$ cat src/rtl/vga_timing_gen.sv
// vga_timing_gen: raster counters, pipelined sync/blank strobes, frame events.
// Define VGA_SYNC_PIPE2_EN for a second strobe stage (output latency 2).
module vga_timing_gen #(
  parameter int H_VISIBLE   = 640,
  parameter int H_FRONT     = 16,
  parameter int H_SYNC      = 96,
  parameter int H_BACK      = 48,
  parameter int V_VISIBLE   = 480,
  parameter int V_FRONT     = 10,
  parameter int V_SYNC      = 2,
  parameter int V_BACK      = 33,
  parameter int FRAME_CNT_W = 8
) (
  input  logic                   vga_clk,
  input  logic                   reset,
  input  logic                   pixel_en,
  output logic [9:0]             hcount,
  output logic [9:0]             vcount,
  output logic                   vga_hs,
  output logic                   vga_vs,
  output logic                   vga_blank_n,
  output logic                   vga_sync_n,
  output logic                   video_active,
  output logic                   frame_start,
  output logic                   vblank_start,
  output logic [FRAME_CNT_W-1:0] frame_count
);
  localparam int H_TOTAL = H_VISIBLE + H_FRONT + H_SYNC + H_BACK;
  localparam int V_TOTAL = V_VISIBLE + V_FRONT + V_SYNC + V_BACK;

  localparam logic [9:0] H_LAST = 10'(H_TOTAL - 1);
  localparam logic [9:0] V_LAST = 10'(V_TOTAL - 1);
  localparam logic [9:0] H_VIS  = 10'(H_VISIBLE);
  localparam logic [9:0] V_VIS  = 10'(V_VISIBLE);
  localparam logic [9:0] HS_BEG = 10'(H_VISIBLE + H_FRONT);
  localparam logic [9:0] HS_END = 10'(H_VISIBLE + H_FRONT + H_SYNC);
  localparam logic [9:0] VS_BEG = 10'(V_VISIBLE + V_FRONT);
  localparam logic [9:0] VS_END = 10'(V_VISIBLE + V_FRONT + V_SYNC);

  typedef struct packed {
    logic hs;
    logic vs;
    logic blank_n;
    logic frame_start;
    logic vblank_start;
  } strobe_t;

  localparam strobe_t STROBE_RST = '{
    hs: 1'b1, vs: 1'b1, blank_n: 1'b0,
    frame_start: 1'b0, vblank_start: 1'b0
  };

  strobe_t dec;
  strobe_t p1;
  strobe_t q;
  logic    h_wrap;
  logic    sync_n_q;

  // >= catches out-of-range states so they fall back to 0
  assign h_wrap = (hcount >= H_LAST);

  always_ff @(posedge vga_clk) begin
    if (reset) begin
      hcount      <= '0;
      vcount      <= '0;
      frame_count <= '0;
    end else if (pixel_en) begin
      hcount <= h_wrap ? 10'd0 : hcount + 10'd1;
      if (vcount > V_LAST) begin
        vcount <= '0;
      end else if (h_wrap) begin
        if (vcount == V_LAST) begin
          vcount      <= '0;
          frame_count <= frame_count + FRAME_CNT_W'(1);
        end else begin
          vcount <= vcount + 10'd1;
        end
      end
    end
  end

  assign video_active = (hcount < H_VIS) && (vcount < V_VIS);

  always_comb begin
    dec              = STROBE_RST;
    dec.hs           = !((hcount >= HS_BEG) && (hcount < HS_END));
    dec.vs           = !((vcount >= VS_BEG) && (vcount < VS_END));
    dec.blank_n      = video_active;
    dec.frame_start  = (hcount == 10'd0) && (vcount == 10'd0);
    dec.vblank_start = (hcount == 10'd0) && (vcount == V_VIS);
  end

  always_ff @(posedge vga_clk) begin
    if (reset) begin
      p1 <= STROBE_RST;
    end else if (pixel_en) begin
      p1 <= dec;
    end
  end

`ifdef VGA_SYNC_PIPE2_EN
  strobe_t p2;

  always_ff @(posedge vga_clk) begin
    if (reset) begin
      p2 <= STROBE_RST;
    end else if (pixel_en) begin
      p2 <= p1;
    end
  end

  assign q = p2;
`else
  assign q = p1;
`endif

  // composite sync is unused by the DAC; keep it a clean registered 0
  always_ff @(posedge vga_clk) begin
    sync_n_q <= 1'b0;
  end

  assign vga_hs       = q.hs;
  assign vga_vs       = q.vs;
  assign vga_blank_n  = q.blank_n;
  assign frame_start  = q.frame_start;
  assign vblank_start = q.vblank_start;
  assign vga_sync_n   = sync_n_q;

endmodule

$ cat config.mk
export PLATFORM = sky130hd
export DESIGN_NAME = vga_timing_gen
export DESIGN_NICKNAME = d
export VERILOG_FILES = /design/src/rtl/vga_timing_gen.sv
export SDC_FILE = /design/constraint.sdc
export NUM_CORES = 1
export LEC_CHECK = 0
export ABC_AREA = 1
export BUFFER_PORTS_ARGS = -buffer_cell sky130_fd_sc_hd__buf_2
export CAP_MARGIN = 30
export CELL_PAD_IN_SITES_DETAIL_PLACEMENT = 0
export CELL_PAD_IN_SITES_GLOBAL_PLACEMENT = 1
export CORE_UTILIZATION = 35
export CTS_CLUSTER_SIZE = 16
export DETAILED_ROUTE_END_ITERATION = 8
export GPL_TIMING_DRIVEN = 0
export MAX_ROUTING_LAYER = met4
export PLACE_DENSITY = 0.82
export SLEW_MARGIN = 10
export SYNTH_ARGS = -nofsm -noshare
export SYNTH_HDL_FRONTEND = slang
export SYNTH_SLANG_ARGS = --single-unit
$ cat constraint.sdc
create_clock -name vga_clk -period 1.47 [get_ports vga_clk]
set_input_delay 0.0735 -clock vga_clk [delete_from_list [all_inputs] [get_ports vga_clk]]
set_output_delay 0.0735 -clock vga_clk [all_outputs]
set_load 0.005 [all_outputs]
==> results of run 1 <==
layer usage:
layer | GRT usage | part of all wire | up-vias
met5 | - | 0 | -
met4 | 0.100 | 0.027 | 0
met3 | 0.0371 | 0.047 | 12
met2 | 0.293 | 0.47 | 54
met1 | 0.240 | 0.46 | 943
li1 | - | - | 1029
registers in the layout, indices dropped and copies added, names as in the netlist:
| signal | count |
|---|---|
| vga_blank_n | 1 |
| vga_vs | 1 |
| vga_hs | 1 |
| frame_count | 8 |
| frame_start | 1 |
| hcount | 10 |
| vblank_start | 1 |
| vcount | 10 |
through the flow:
stage          setup slack [ns]  total power [mW]   util  std cells  hold WS (ns)
2_1_floorplan            0.0235             0.986      -        281         0.254
3_3_place_gp             -0.207              1.01  0.421        386         0.383
3_5_place_dp             -0.199              1.01  0.421        386         0.387
4_1_cts                 -0.0413              1.73  0.478        406        0.0744
5_1_grt                  -0.111              1.78  0.508        411         0.127
6_report               -0.00526              1.72  0.508        411        0.0902
cell families (layout without fill, tap and decap cells):
logic type / count (synthesis) / in the layout
other cells: 1 / 1
fa+ha+maj: 5 / 5
buf+inv: 38 / 94
simple gates: 157 / 161
compound gates: 35 / 35
xor+xnor: 12 / 12
flops: 33 / 33
how the worst max path moves through the flow:
stage               startpoint             end  slack (ns)  depth (start not counted)
finish               hcount[1]  frame_count[5]      -0.005                          9
global route         vcount[2]       vcount[5]       -0.11                          9
detailed placement   vcount[1]       vcount[8]       -0.20                         10
global placement     vcount[0]  frame_count[1]       -0.21                          9
CTS                  hcount[0]  frame_count[2]       -0.04                          9
floorplan            hcount[0]       vcount[8]        0.02                         10
cell usage in the layout, fill, tap and decap left out, types with 2 or more instances in the layout:
cell / instances
nand3_2: 2
nand2_1: 56
inv_2: 6
a21oi_2: 4
nand2_8: 3
buf_2: 37
dfxtp_2: 7
nand2_4: 4
nor2_1: 34
nand2_2: 9
nor3_2: 2
nor2_2: 6
buf_4: 12
nand4_1: 5
o21ai_1: 4
clkbuf_8: 6
inv_4: 2
ha_4: 2
dfxtp_1: 21
xnor2_1: 4
clkbuf_1: 3
o21ai_0: 4
inv_1: 22
buf_6: 5
nor3_1: 10
nor2_4: 6
xor2_1: 8
ha_1: 2
dfxtp_4: 5
a21oi_1: 19
nand3_1: 19
nand3_4: 2
worst max-delay path, stage by stage, from the launching register on:
cell and delay (ns):
dfxtp_4 0.37, ha_4 0.15, nand2_4 0.06, nor2_4 0.09, nand4_1 0.10, nand2_2 0.16, nand2_8 0.14, nor2_4 0.15
nand2_1 0.08, a21oi_2 0.11
layout make-up:
cell class	instances	area [um2]
Clock buffer	7	86.3
Fill cell	543	2560
Timing Repair Buffer	49	300
Tap cell	70	87.6
Inverter	30	118
Sequential cell	33	688
Multi-Input combinational cell	214	1310
Buffer	8	58.8
what timing repair did:
item,CTS,global route
setup endpoints to repair,29,29
resized for setup,28,40
pin swaps,9,17
buffers inserted,9,5
cloned,4,0
report_power, final:
part / switching (mW) / total, mW / internal, mW
clock network: 0.338 / 0.710 / 0.372
logic: 0.0642 / 0.101 / 0.0366
registers: 0.00868 / 0.906 / 0.897
==> reports/qor.csv, run 1 <==
stage,metric,value,unit
pwr,PD cells,649,mW/mm2
global_route,gr ovfl total,0,
yosys,Mapped Avg Cell Area,6.85,um2
critical_path,WS Path Type,reg -> reg,
place,"Cell Area, Placed",0.00219,mm2
yosys,Ys Warns,0,
yosys,"FF+latch count, synth",33,
critical_path,R2R setup slack,-0.005,ns
critical_path,"Req. time, crit path",1.69,ns
yosys,largest area contributor in the netlist,dfxtp_1,
global_route,vias in the first global route,1850,
clock_tree,CTS Buffer Depth,2,
yosys,number of synthesized flops with an enable pin,0,
yosys,Synth Flop Type,dfxtp_1,
timing,Worst-Margin Slew,0.513,ns
layout,cell area after layout,0.00265,mm2
yosys,synthesized cell area,0.00193,mm2
floorplan,initial core utilization,0.370,
hold_path,worst hold path class,in -> reg,
global_route,largest net degree at the start of global routing,13,
global_route,first-pass GRT wire length,8580,um
floorplan,IO Pins,38,
yosys,most common cell in the netlist,nand2_1,
timing,highest clock rate,678,MHz
yosys,Synthesized Nets,289,
pwr,Max IR drop VDD,0.341,mV
timing,clk_skew,0.00347,ns
timing,RSZ-0062 raised after global routing,true,
yosys,Cell variety after synth,31,
floorplan,die area,0.00580,mm2
clock_tree,cts bufs inserted,5,
timing,final worst path period share,1.00,
critical_path,R2R cell count,9,
critical_path,CP Data Arrival Time,1.69,ns
timing,"Slew Viols, Final",0,
clock_tree,cts hold-fix bufs,0,
floorplan,Horiz. Die Dim,76.2,um
yosys,Area contributors post-synth,"dfxtp_1 34%, nand2_1 13%, nor2_1 7.8%",
yosys,synthesized-area fraction occupied by adder cells,0.0325,
timing,minimum clock period after layout,1.48,ns
global_route,gr usage total,0.191,
detailed_routing,DRT antenna net count,0,
detailed_routing,1st-pass router iterations,4,
critical_path,FF-to-FF End,frame_count[5],
hold_path,hold-critical path depth,4,
yosys,Commonest cells post-synth,"65 x nand2_1, 40 x nor2_1, 33 x dfxtp_1, 26 x inv_1, 23 x a21oi_1",
outcome,status,"complete, but fails checks",
clock_tree,CTS tree,built,
floorplan,Die Y,76.2,um
timing,Setup Viol. Count Final,3,
clock_tree,Clock Sinks,33,
clock_tree,clock-pin slew on the worst setup and hold paths,0.07,ns
detailed_routing,routed wire length per instance,12.9,um
timing,post-route setup TNS,-0.0115,ns
detailed_routing,Via Count,2038,
hold_path,hold path start,pixel_en,
layout,Antenna Cells,0,
layout,fin nets,349,
clock_tree,clock root cell,clkbuf_8,
critical_path,reg2reg start,hcount[1],
hold_path,Hold Path Sink,hcount[0],
yosys,Synth Area in Simple Gates,0.388,
place,# port buffers,35,
detailed_routing,DR vias/cell,4.96,
timing,final critical-path setup slack,-0.00526,ns
floorplan,row count,26,
yosys,area share of xor/xnor cells in the synthesized design,0.0546,
critical_path,CP startpoint kind,flip-flop,
yosys,complex-gate fraction of the synthesized area,0.0949,
layout,share of layout cells above drive strength 1,0.372,
detailed_routing,final wirelength,5310,um
yosys,top cell type's share of synthesized area,0.343,
floorplan,core region area,0.00520,mm2
place,routability congestion estimate,0.829,
yosys,cells after synthesis,281,
timing,Hold Fails Final Rpt,0,
layout,Layout area overhead,37.4,%
global_route,initial antenna violation count,0,
critical_path,crit end category,flip-flop,
yosys,main combinational cell family by area after synthesis,simple AND/OR/NAND/NOR gates,
yosys,post-synthesis sequential area ratio,0.343,
yosys,multiplexer share of the synthesized area,0,
yosys,async set-reset flop share out of synthesis,0,
clock_tree,worst-skew pair later-pin latency,0.28,ns
place,HPWL Detailed,3510,um
pwr,Pleak,1.19,nW
outcome,failing checks,setup timing,
critical_path,largest fanout on the critical path,6,
detailed_routing,DRC,0,
detailed_routing,First DRT Iteration DRCs,69,
job,Max-Cap Viols,0,
clock_tree,H-Tree Level Count,2,
timing,Slew HR,0.658,
Note: power is estimated with default switching activity, not from simulation.
==> run 2, diff against run 1 <==
--- a/config.mk
+++ b/config.mk
@@ -10,12 +10,12 @@
 export CAP_MARGIN = 30
 export CELL_PAD_IN_SITES_DETAIL_PLACEMENT = 0
 export CELL_PAD_IN_SITES_GLOBAL_PLACEMENT = 1
-export CORE_UTILIZATION = 35
+export CORE_UTILIZATION = 40
 export CTS_CLUSTER_SIZE = 16
 export DETAILED_ROUTE_END_ITERATION = 8
 export GPL_TIMING_DRIVEN = 0
 export MAX_ROUTING_LAYER = met4
-export PLACE_DENSITY = 0.82
+export PLACE_DENSITY = 0.88
 export SLEW_MARGIN = 10
 export SYNTH_ARGS = -nofsm -noshare
 export SYNTH_HDL_FRONTEND = slang
==> constraint.sdc (replaced) <==
create_clock -name vga_clk -period 1.7 [get_ports vga_clk]
set_input_delay 0.085 -clock vga_clk [delete_from_list [all_inputs] [get_ports vga_clk]]
set_output_delay 0.085 -clock vga_clk [all_outputs]
set_load 0.005 [all_outputs]
==> reports/qor.csv, run 2 (same netlist as run 1, synthesis figures left out) <==
stage,metric,value,unit,change
outcome,status,"complete, but fails checks",,
outcome,failing checks,DRC,,
floorplan,Horiz. Die Dim,71.4,um,-6.3%
pwr,Pleak,1.08,nW,-9.4%
layout,multi-input gate area in the final layout,0.00116,mm2,-11%
critical_path,CP startpoint kind,flip-flop,,
critical_path,critical path capture point,vcount[6],,
critical_path,crit end category,flip-flop,,
timing,final worst path period share,0.947,,-0.0564
timing,minimum clock period after layout,1.61,ns,+0.135 ns
layout,cell area after layout,0.00237,mm2,-11%
detailed_routing,1st-pass router iterations,6,,+2
timing,Slew HR,0.638,,-0.0197
clock_tree,Clock Sinks,33,,unchanged
floorplan,initial core utilization,0.428,,+0.0575
clock_tree,worst-skew pair later-pin latency,0.29,ns,about the same
critical_path,WS Path Type,reg -> reg,,
clock_tree,cts hold-fix bufs,0,,unchanged
layout,fillers,464,,-15%
layout,register area,668,um2,-2.9%
global_route,gr usage total,0.196,,+0.00426
critical_path,reg2reg start,vcount[0],,
layout,share of layout cells above drive strength 1,0.250,,-0.122
layout,most frequent cells in the layout,"63 x nand2_1, 39 x nor2_1, 37 x buf_2",,
hold_path,worst hold path class,in -> reg,,
detailed_routing,DRC,4,,+4
place,# port buffers,35,,unchanged
timing,RSZ-0062 raised after global routing,true,,
detailed_routing,First DRT Iteration DRCs,92,,+33%
layout,largest registers,"hcount: 10 flops, vcount: 10 flops, frame_count: 8 flops",,
global_route,largest net degree at the start of global routing,12,,-1
layout,fin nets,339,,-2.9%
critical_path,largest fanout on the critical path,7,,+1
timing,Worst-Margin Slew,0.543,ns,+0.0296 ns
place,"Cell Area, Placed",0.00217,mm2,-1.1%
clock_tree,CTS Buffer Depth,2,,unchanged
layout,"commonest non-fill, non-tap cell in the layout",nand2_1,,
detailed_routing,routed wire length per instance,12.1,um,-6.6%
floorplan,die area,0.00510,mm2,-12%
floorplan,Die Y,71.4,um,-6.3%
clock_tree,clock-pin slew on the worst setup and hold paths,0.07,ns,about the same
critical_path,CP Data Arrival Time,1.83,ns,+0.14 ns
clock_tree,clock root cell,clkbuf_8,,
critical_path,R2R cell count,9,,unchanged
job,Max-Cap Viols,0,,unchanged
timing,clk_skew,0.00561,ns,+0.00214 ns
timing,Setup Viol. Count Final,0,,-3
global_route,vias in the first global route,1678,,-9.3%
layout,Layout area overhead,22.9,%,
detailed_routing,Via Count,1917,,-5.9%
detailed_routing,final wirelength,4630,um,-13%
timing,post-route setup TNS,0,ns,+0.0115 ns
layout,Antenna Cells,0,,unchanged
detailed_routing,DRT antenna net count,0,,unchanged
place,routability congestion estimate,0.860,,+3.8%
critical_path,Setup crit start,vcount[0],,
critical_path,R2R setup slack,0.09,ns,+0.10 ns
floorplan,row count,24,,-7.7%
place,HPWL Detailed,3310,um,-5.7%
pwr,PD cells,618,mW/mm2,-4.7%
pwr,Max IR drop VDD,0.364,mV,+6.8%
place,placed cells,368,,-4.7%
floorplan,IO Pins,38,,unchanged
clock_tree,CTS tree,built,,
timing,highest clock rate,621,MHz,-8.4%
global_route,gr ovfl total,0,,unchanged
timing,Hold Fails Final Rpt,0,,unchanged
detailed_routing,DR vias/cell,4.99,,+0.68%
global_route,first-pass GRT wire length,7570,um,-12%
pwr,Power Total,1.46,mW,-15%
layout,"non-filler cells, final",384,,-6.6%
critical_path,FF-to-FF End,vcount[6],,
clock_tree,H-Tree Level Count,2,,unchanged
timing,"Slew Viols, Final",0,,unchanged
layout,final core occ,0.526,,+0.0171
global_route,initial antenna violation count,0,,unchanged
clock_tree,cts bufs inserted,5,,unchanged
floorplan,core region area,0.00450,mm2,-13%
critical_path,"Req. time, crit path",1.92,ns,+0.23 ns
run 2: changes by cell type in the layout (fill, tap and decap cells not counted), sizes merged:
cell      change
nand2         -1
nand3         -1
clkbuf        -2
clkinv        +3
clkinvlp      +1
inv           -1
buf           -8
run 2: timing repair:
item	CTS	global route
gates resized for setup	1	13
endpoints found under the hold margin	0	0
pin swaps	0	6
setup buffers	0	6
gates cloned	0	2
setup endpoints to repair	4	18
run 2: where the power goes:
part	total (mW)	switching, mW	internal [mW]
combinational	0.0745	0.0486	0.0259
sequential	0.787	0.00629	0.781
clock	0.601	0.319	0.283
run 2: how the worst min path moves through the flow:
stage / startpoint / endpoint / slack [ns] / cells after the start
global route: pixel_en / hcount[0] / 0.17 / 4
finish: pixel_en / hcount[0] / 0.09 / 4
global placement: pixel_en / hcount[0] / 0.40 / 4
detailed placement: pixel_en / hcount[0] / 0.39 / 4
floorplan: pixel_en / hcount[0] / 0.27 / 3
CTS: pixel_en / hcount[0] / 0.09 / 4
run 2: layout make-up:
cell class              instances  share of cell area
clock inverters                 3             0.00740
well taps                      52              0.0275
clock buffers                   5              0.0291
flip-flops and latches         33               0.282
multi-input cells             212               0.492
plain buffers                   8              0.0217
repair buffers                 41              0.0930
inverters                      30              0.0476
run 2: layer usage:
metal  vias up  GRT usage  routed length (um)
li1       1009          -                   -
met1       859      0.264                2400
met2        42      0.286                1980
met3         7     0.0436                 191
met4         0     0.0733                  62
met5         -          -                   0
run 2: per-stage QoR:
| step | hold WS [ns] | setup WS (ns) |
|---|---|---|
| finish | 0.0867 | 0.0898 |
| detailed placement | 0.393 | -0.0332 |
| floorplan | 0.265 | 0.188 |
| global placement | 0.397 | -0.0415 |
| CTS | 0.0872 | 0.0386 |
| global route | 0.165 | -0.0254 |
run 2: worst max-delay path: stages, from the launching register on:
cell and delay [ns]:
dfxtp_4 0.37, inv_1 0.10, ha_2 0.20, inv_1 0.06
nor2_4 0.13, nand3_4 0.17, nand3_4 0.16, buf_4 0.14
nand3_1 0.07, a21oi_1 0.14
